[config.mk]
export PLATFORM = sky130hd
export DESIGN_NAME = neuron_mac
export DESIGN_NICKNAME = d
export VERILOG_FILES = /design/src/rtl/neuron_mac.sv
export SDC_FILE = /design/constraint.sdc
export NUM_CORES = 1
export LEC_CHECK = 0
export BUFFER_PORTS_ARGS = -buffer_cell sky130_fd_sc_hd__buf_2
export CAP_MARGIN = 40
export CORE_ASPECT_RATIO = 1.75
export CORE_MARGIN = 4
export CORE_UTILIZATION = 60
export CTS_BUF_LIST = sky130_fd_sc_hd__clkbuf_4 sky130_fd_sc_hd__clkbuf_8
export CTS_CLUSTER_DIAMETER = 120
export DETAILED_ROUTE_END_ITERATION = 8
export HOLD_SLACK_MARGIN = 0.08
export MAX_ROUTING_LAYER = met4
export PLACE_DENSITY_LB_ADDON = 0.2
export SLEW_MARGIN = 10
export SYNTH_ARGS = -nofsm -noshare
export SYNTH_HDL_FRONTEND = slang
export SYNTH_SLANG_ARGS = --single-unit
[constraint.sdc]
create_clock -name clk -period 29.8 [get_ports clk]
set_input_delay 8.94 -clock clk [delete_from_list [all_inputs] [get_ports clk]]
set_output_delay 8.94 -clock clk [all_outputs]
set_load 0.05 [all_outputs]
[src/rtl/neuron_mac.sv]
// Streaming signed Q8.8 multiply-accumulate neuron: accumulates len products at full
// precision, adds a bias, rounds half-up and saturates to Q8.8 for the activation stage.
module neuron_mac #(
    parameter int DATA_W = 16,
    parameter int FRAC   = 8,
    parameter int ACC_W  = 40,
    parameter int LEN_W  = 8
) (
    input  logic              clk,
    input  logic              rst,
    input  logic [LEN_W-1:0]  cfg_len,
    input  logic [DATA_W-1:0] bias,
    input  logic              in_valid,
    output logic              in_ready,
    input  logic [DATA_W-1:0] x_in,
    input  logic [DATA_W-1:0] w_in,
    output logic              out_valid,
    input  logic              out_ready,
    output logic [DATA_W-1:0] y_out,
    output logic              sat
);

    typedef enum logic [1:0] {
        ST_ACC = 2'd0,
        ST_FIN = 2'd1,
        ST_OUT = 2'd2
    } state_t;

    localparam int PROD_W = 2 * DATA_W;
    localparam logic signed [ACC_W-1:0] Y_MAX = {{(ACC_W-DATA_W+1){1'b0}}, {(DATA_W-1){1'b1}}};
    localparam logic signed [ACC_W-1:0] Y_MIN = {{(ACC_W-DATA_W+1){1'b1}}, {(DATA_W-1){1'b0}}};
    localparam logic signed [ACC_W-1:0] RND_HALF = ACC_W'(1) << (FRAC - 1);

    state_t                    state_r;
    state_t                    state_s;
    logic [LEN_W-1:0]          cnt_r;
    logic [LEN_W-1:0]          len_q_r;
    logic [DATA_W-1:0]         bias_q_r;
    logic signed [ACC_W-1:0]   acc_r;

    logic                      fire_s;
    logic [LEN_W-1:0]          len_eff_s;
    logic [LEN_W-1:0]          len_cur_s;
    logic                      last_s;
    logic signed [PROD_W-1:0]  prod_s;
    logic signed [ACC_W-1:0]   prod_ext_s;
    logic signed [ACC_W-1:0]   bias_sh_s;
    logic signed [ACC_W-1:0]   pre_s;
    logic signed [ACC_W-1:0]   rnd_s;
    logic [DATA_W:0]           clip_s;

    // Clip a rounded full-precision value to DATA_W; returns {sat, y}.
    function automatic logic [DATA_W:0] clip_fn(input logic signed [ACC_W-1:0] v);
        logic [DATA_W:0] res;
        if (v > Y_MAX) begin
            res = {1'b1, 1'b0, {(DATA_W-1){1'b1}}};
        end else if (v < Y_MIN) begin
            res = {1'b1, 1'b1, {(DATA_W-1){1'b0}}};
        end else begin
            res = {1'b0, v[DATA_W-1:0]};
        end
        return res;
    endfunction

    assign in_ready   = (state_r == ST_ACC);
    assign fire_s     = in_valid && (state_r == ST_ACC);
    assign len_eff_s  = (cfg_len == {LEN_W{1'b0}}) ? LEN_W'(1) : cfg_len;
    // The first beat compares against the live cfg_len because len_q is latched on that same edge.
    assign len_cur_s  = (cnt_r == {LEN_W{1'b0}}) ? len_eff_s : len_q_r;
    assign last_s     = (({1'b0, cnt_r} + (LEN_W+1)'(1)) == {1'b0, len_cur_s});
    assign prod_s     = $signed(x_in) * $signed(w_in);
    assign prod_ext_s = {{(ACC_W-PROD_W){prod_s[PROD_W-1]}}, prod_s};
    assign bias_sh_s  = {{(ACC_W-DATA_W){bias_q_r[DATA_W-1]}}, bias_q_r} <<< FRAC;
    assign pre_s      = acc_r + bias_sh_s + RND_HALF;
    assign rnd_s      = pre_s >>> FRAC;
    assign clip_s     = clip_fn(rnd_s);

    // State register.
    always_ff @(posedge clk) begin
        if (rst) begin
            state_r <= ST_ACC;
        end else begin
            state_r <= state_s;
        end
    end

    // Next-state logic.
    always_comb begin
        state_s = state_r;
        case (state_r)
            ST_ACC: begin
                if (fire_s && last_s) begin
                    state_s = ST_FIN;
                end else begin
                    state_s = ST_ACC;
                end
            end
            ST_FIN: begin
                state_s = ST_OUT;
            end
            ST_OUT: begin
                if (out_ready) begin
                    state_s = ST_ACC;
                end else begin
                    state_s = ST_OUT;
                end
            end
            default: begin
                state_s = ST_ACC;
            end
        endcase
    end

    // Accumulator, per-vector configuration and registered result.
    always_ff @(posedge clk) begin
        if (rst) begin
            cnt_r     <= {LEN_W{1'b0}};
            len_q_r   <= LEN_W'(1);
            bias_q_r  <= {DATA_W{1'b0}};
            acc_r     <= {ACC_W{1'b0}};
            y_out     <= {DATA_W{1'b0}};
            sat       <= 1'b0;
            out_valid <= 1'b0;
        end else begin
            case (state_r)
                ST_ACC: begin
                    if (fire_s) begin
                        if (cnt_r == {LEN_W{1'b0}}) begin
                            len_q_r  <= len_eff_s;
                            bias_q_r <= bias;
                            acc_r    <= prod_ext_s;
                        end else begin
                            acc_r    <= acc_r + prod_ext_s;
                        end
                        cnt_r <= last_s ? {LEN_W{1'b0}} : (cnt_r + LEN_W'(1));
                    end
                end
                ST_FIN: begin
                    sat       <= clip_s[DATA_W];
                    y_out     <= clip_s[DATA_W-1:0];
                    out_valid <= 1'b1;
                end
                ST_OUT: begin
                    if (out_ready) begin
                        out_valid <= 1'b0;
                        acc_r     <= {ACC_W{1'b0}};
                    end
                end
                default: begin
                    out_valid <= 1'b0;
                end
            endcase
        end
    end

endmodule

**Yosys cells after proc, flatten, opt, wreduce, memory -nomap -nowiden**

Index checks and enable logic that the tools add are counted.

- Add/subtract/negate cells: 5
- $mul: 1
- Divide/modulo/power cells: 0
- Order comparisons: 2
- Equality and inequality tests: 5
- Shift-type cells: 0
- Mux-type cells: 14
- Bitwise gates (word level): 1
- Reductions and logical operators: 10

Operators with widths:

| kind | count |
|---|---|
| $mux 40 | 3 |
| $pmux 40 s2 | 1 |
| $add 40x24->40 | 1 |
| $add 40x32->40 | 1 |
| $add 40x9->40 const B | 1 |
| $mux 17 | 2 |
| $gt 32x16->1 const B | 1 |
| $lt 32x16->1 const B | 1 |
| $mul 16x16->32 | 1 |
| $mux 8 | 3 |
| $logic_not 8->1 | 2 |
| $add 8x1->9 const B | 1 |
| $eq 9x8->1 | 1 |
| $add 8x1->8 const B | 1 |
| $pmux 2 s3 | 1 |
| $reduce_and 3->1 | 2 |
| $reduce_and 2->1 | 2 |
| $pmux 1 s3 | 1 |
| $eq 2x1->1 const B | 1 |
| $eq 2x2->1 const B | 1 |
| $logic_and 1x1->1 | 2 |
| $logic_not 2->1 | 1 |
| $mux 1 | 2 |
| $mux 2 | 1 |
| other kinds (4) | 4 |

- Flip-flop bits (word level): 92
- Bits in latches: 0
- Memory bits (writable): 0
- ROM bits: 0
- Input bits: 60
- Output and inout port bits: 19
- Word-level logic and storage cells: 46
- Memories kept: 0

**Depth between registers and ports, before layout**

- Word-level depth: 7
- Depth in mapped cells: 39
- Mapped depth without buffers: 37

**Least setup slack after synthesis**

No wires, ideal clock.

- Kind: input -> register
- Start point: input x_in[5]
- End point: register acc_r[39]
- Setup time: 0.117 ns
- Arrival: 17.291 ns
- Data required time: 29.683 ns
- Path slack: 12.391 ns
- Stages on the path: 36
- Buffers on the path: 1
- Cell sequence: clkbuf_1 > nand2_1 > fa_1 > inv_1 > fa_1 > inv_1 > fa_1 > inv_1 > fa_1 > fa_1 > inv_1 > fa_1 > inv_1 > ha_1 > and3_1 > a221o_1 > a21o_1 > a21oi_1 > o21ai_0 > a221o_1 > a21o_1 > a21oi_1 > xnor2_1 > ha_1 > a211oi_1 > o21ai_0 > and3_1 > or3b_2 > a21oi_1 > o211ai_1 > o31ai_1 > o21a_1 > o21ai_0 > xor2_1 > a21o_1 > a32o_1

- Longest elaborated chain between the ends: 5

RTL lines:

| what | line | text |
|---|---|---|
| from (decl) | 15 | `input logic [DATA_W-1:0] x_in,` |
| $mul 16x16->32 * | 71 | `assign prod_s = $signed(x_in) * $signed(w_in);` |
| $add 40x32->40 | 133 | `acc_r <= acc_r + prod_ext_s;` |
| $mux 40 * | 128 | `if (cnt_r == {LEN_W{1'b0}}) begin` |
| $mux 40 * | 127 | `if (fire_s) begin` |
| $pmux 40 s2 * | 125 | `case (state_r)` |
| to (signal assigned) | 131 | `acc_r <= prod_ext_s;` |
| to (signal assigned) | 133 |  |
| to (signal assigned) | 146 | `acc_r <= {ACC_W{1'b0}};` |
| to (decl) | 39 | `logic signed [ACC_W-1:0] acc_r;` |

Mark *: on every way between the ends. The rest lies on a longest branch, timed or not. The select of a mux whose other input is x is not followed.
A chain may end at the register's enable or synchronous reset.

**Worst setup path in the final report**

- Start point: input w_in[9]
- End point: register acc_r[39]

- Longest elaborated chain between the ends: 5

RTL lines:

| what | line | text |
|---|---|---|
| from (decl) | 16 | `input logic [DATA_W-1:0] w_in,` |
| $mul 16x16->32 * | 71 |  |
| $add 40x32->40 | 133 |  |
| $mux 40 * | 128 |  |
| $mux 40 * | 127 |  |
| $pmux 40 s2 * | 125 |  |

Marks and branches as above.

==> impl_results.md <==
* Status: finished clean
* Slew headroom at 0.356
* Most frequent cell after synthesis: inv_1
* Fin util at 0.640
* Die W at 136 µm
* Clk_lat worst skew at ~0.4 ns
* Largest net degree at the start of global routing at 68
* Sink Count at 92
* Clk_skew at 0.0188 ns
* Yosys reg bits at 92
* NumNets Final at 2536
* Setup violators final at 0
* I/O Pins at 79
* Overflow left after global routing at 0
* Seq/Total Area, Yosys at 0.107
* Number of buffers created by CTS at 9
* RSZ-0062 raised after global routing: no
* Top_reg_cell synth: dfxtp_1
* Reg-to-reg startpoint: bias_q_r[15]$_SDFFE_PP0P_
* CP top delay family: adder cells
* Total Die Area at 31600 µm²
* WS Path Type: in2reg
* Ys Warns at 0
* CTS Buffer Depth at 2
* WP buf/inv at 6
* Root buffer cell: clkbuf_8
* FF-to-FF path depth at 13
* Core Footprint at 28200 µm²
* DR iter-0 viols at roughly 740
* Number of placement rows at 81
* Synthesized area at 17200 µm²
* FMAX at 55.6 MHz
* CTS H-tree lvls at 3
* Cell repeated most along the worst path: fa_1
* Worst Path Max Fanout at 16
* CP peak stage delay at 0.56 ns
* Startpoint Class: input port
* Number of gates resized after CTS at 0
* DR WL/cell at 17.3 µm
* Hold Buf Count CTS at 0
* Arrival time at the worst endpoint at 18.29 ns
* DR vias/cell at ~5.8
* Detailed Routing Iterations Pass 1 at 6
* Detail Placement HPWL at 34600 µm
* Syn_area_per_cell at 8.49 µm²
* Post-route ant nets at 0
* Top cells by area, synth: fa_1 (31%), ha_1 (11%), dfxtp_1 (11%)
* Post-synth EDFFs at 0
* Maxcap violations at 0
* Post-Synthesis Cells at 2028
* Yosys top cell area share at 0.307
* Placed Area at 17900 µm²
* Dpl cells at approximately 2.4k
* Post-CTS setup buffers at 0
* Share of layout cells above drive strength 1 at 0.0660
* Routability cong. at 0.966
* Final cell count without fillers at 2434
* Hold_sp: len_q_r[1]$_SDFFE_PP0P_
* First-pass GRT wire length at 71100 µm
* WHS Path Cells at 2
* Synth async-reset ratio at 0
* Routed vias at between 10k and 15k
* Syn nets at 2507
* Setup slack, reg-to-reg at 24.74 ns
* Path category of the worst min-delay check: reg2reg
* Fin crit period at 17.99 ns
* Die H at 232 µm
* WHS Endpoint: len_q_r[1]$_SDFFE_PP0P_
* Distinct cells, synth at 76
* All-Layer GR Usage at 0.287
* Period Utilization, post-route at 0.604
* Final WL at ~42000 µm
* TritonCTS clock tree: yes
* Initial core utilization at 0.611
* I/O Buffers at 78
* Setup Total Neg Slack at 0 ns
* # DRC at 0
* RR Endpoint: y_out[14]$_SDFFE_PP0P_
* Final hold vios at 0
* Design area at 18000 µm²
* Vias in the first global route at 15.1k
* Synthesis-to-layout area growth at 4.80%
* Clock-pin slew on the worst setup and hold paths at about 0.090 ns
* Top cells by count, synth: inv_1 (325), fa_1 (264), nand2_1 (240)
* Initial antenna violation count at 0
* CP Depth at 36
* Slowest CP cell: fa_1
* Worst-Margin Slew at approximately 0.95 ns
* Critical path required time at roughly 30 ns
* N_diodes at 0
* Slew Limit Fails at 0
* Post-synth top area cell: fa_1
* Nature of the critical path endpoint: flip-flop
==> worst min-delay path, cell delays in order (launching register included) <==
cell and delay, ns:
dfxtp_1 0.32, nand2_1 0.05, a21oi_1 0.05
==> worst max path at each step <==
stage                        from                     end
after floorplan           x_in[5]  acc_r[39]$_SDFFE_PP0P_
after global placement    x_in[5]  acc_r[39]$_SDFFE_PP0P_
after detailed placement  w_in[9]  acc_r[39]$_SDFFE_PP0P_
after CTS                 w_in[9]  acc_r[39]$_SDFFE_PP0P_
after global routing      w_in[9]  acc_r[39]$_SDFFE_PP0P_
final                     w_in[9]  acc_r[39]$_SDFFE_PP0P_
==> through the flow <==
step	hold WS [ns]	setup slack (ns)
finish	0.458	11.81
global route	0.482	11.47
CTS	0.458	11.96
detailed placement	0.446	11.58
global placement	0.441	11.76
floorplan	0.436	12.39
==> cells in the final DEF (no fill, tap or decap), drive strengths merged, types with 8 or more instances in the layout <==
master,count
inv,327
fa,264
nand2,241
ha,155
and2,130
a21oi,120
nor2,116
dfxtp,92
buf,89
o21ai,71
xnor2,70
a21o,42
xor2,37
a211oi,32
nand3,23
nor3,18
nand2b,17
a22o,15
o21a,14
mux2i,14
o21bai,13
nand4,13
and3,11
nor2b,11
a222oi,10
clkbuf,10
nand3b,9
o211ai,8
==> state kept, by name (all words and copies together) (netlist names) <==
name,flops
y_out,16
cnt_r,8
bias_q_r,16
len_q_r,8
state_r,2
out_valid,1
sat,1
acc_r,40
==> cells by family (layout without fill, tap and decap cells) <==
family	after synthesis	in the layout	share of synthesized area
buffers and inverters	397	430	0.0880
adders and majority gates	419	419	0.420
xor gates and xnor gates	107	107	0.0545
DFF	92	92	0.107
muxes	14	14	0.00814
and+or+nand+nor	617	617	0.173
AOI/OAI and AO/OA	382	382	0.149
==> layer usage <==
metal / vias to the layer above / GRT usage / wire length [µm]
li1: 6618 / - / -
met1: 6927 / 0.307 / 15300
met2: 469 / 0.528 / 23000
met3: 142 / 0.0245 / 1810
met4: 0 / 0.134 / 1900
met5: - / - / 0
==> final cells by class <==
class	instances	area [µm²]
Clock buffer	10	138
Clock inverter	5	37.5
Fill cell	2524	10100
Inverter	326	1220
Multi-Input combinational cell	1539	13900
Sequential cell	92	1840
Tap cell	373	467
Timing Repair Buffer	89	473
Power is left out: the tool's default activity adds up to more than one toggle a clock period on the data nets, which glitch-free logic cannot reach.
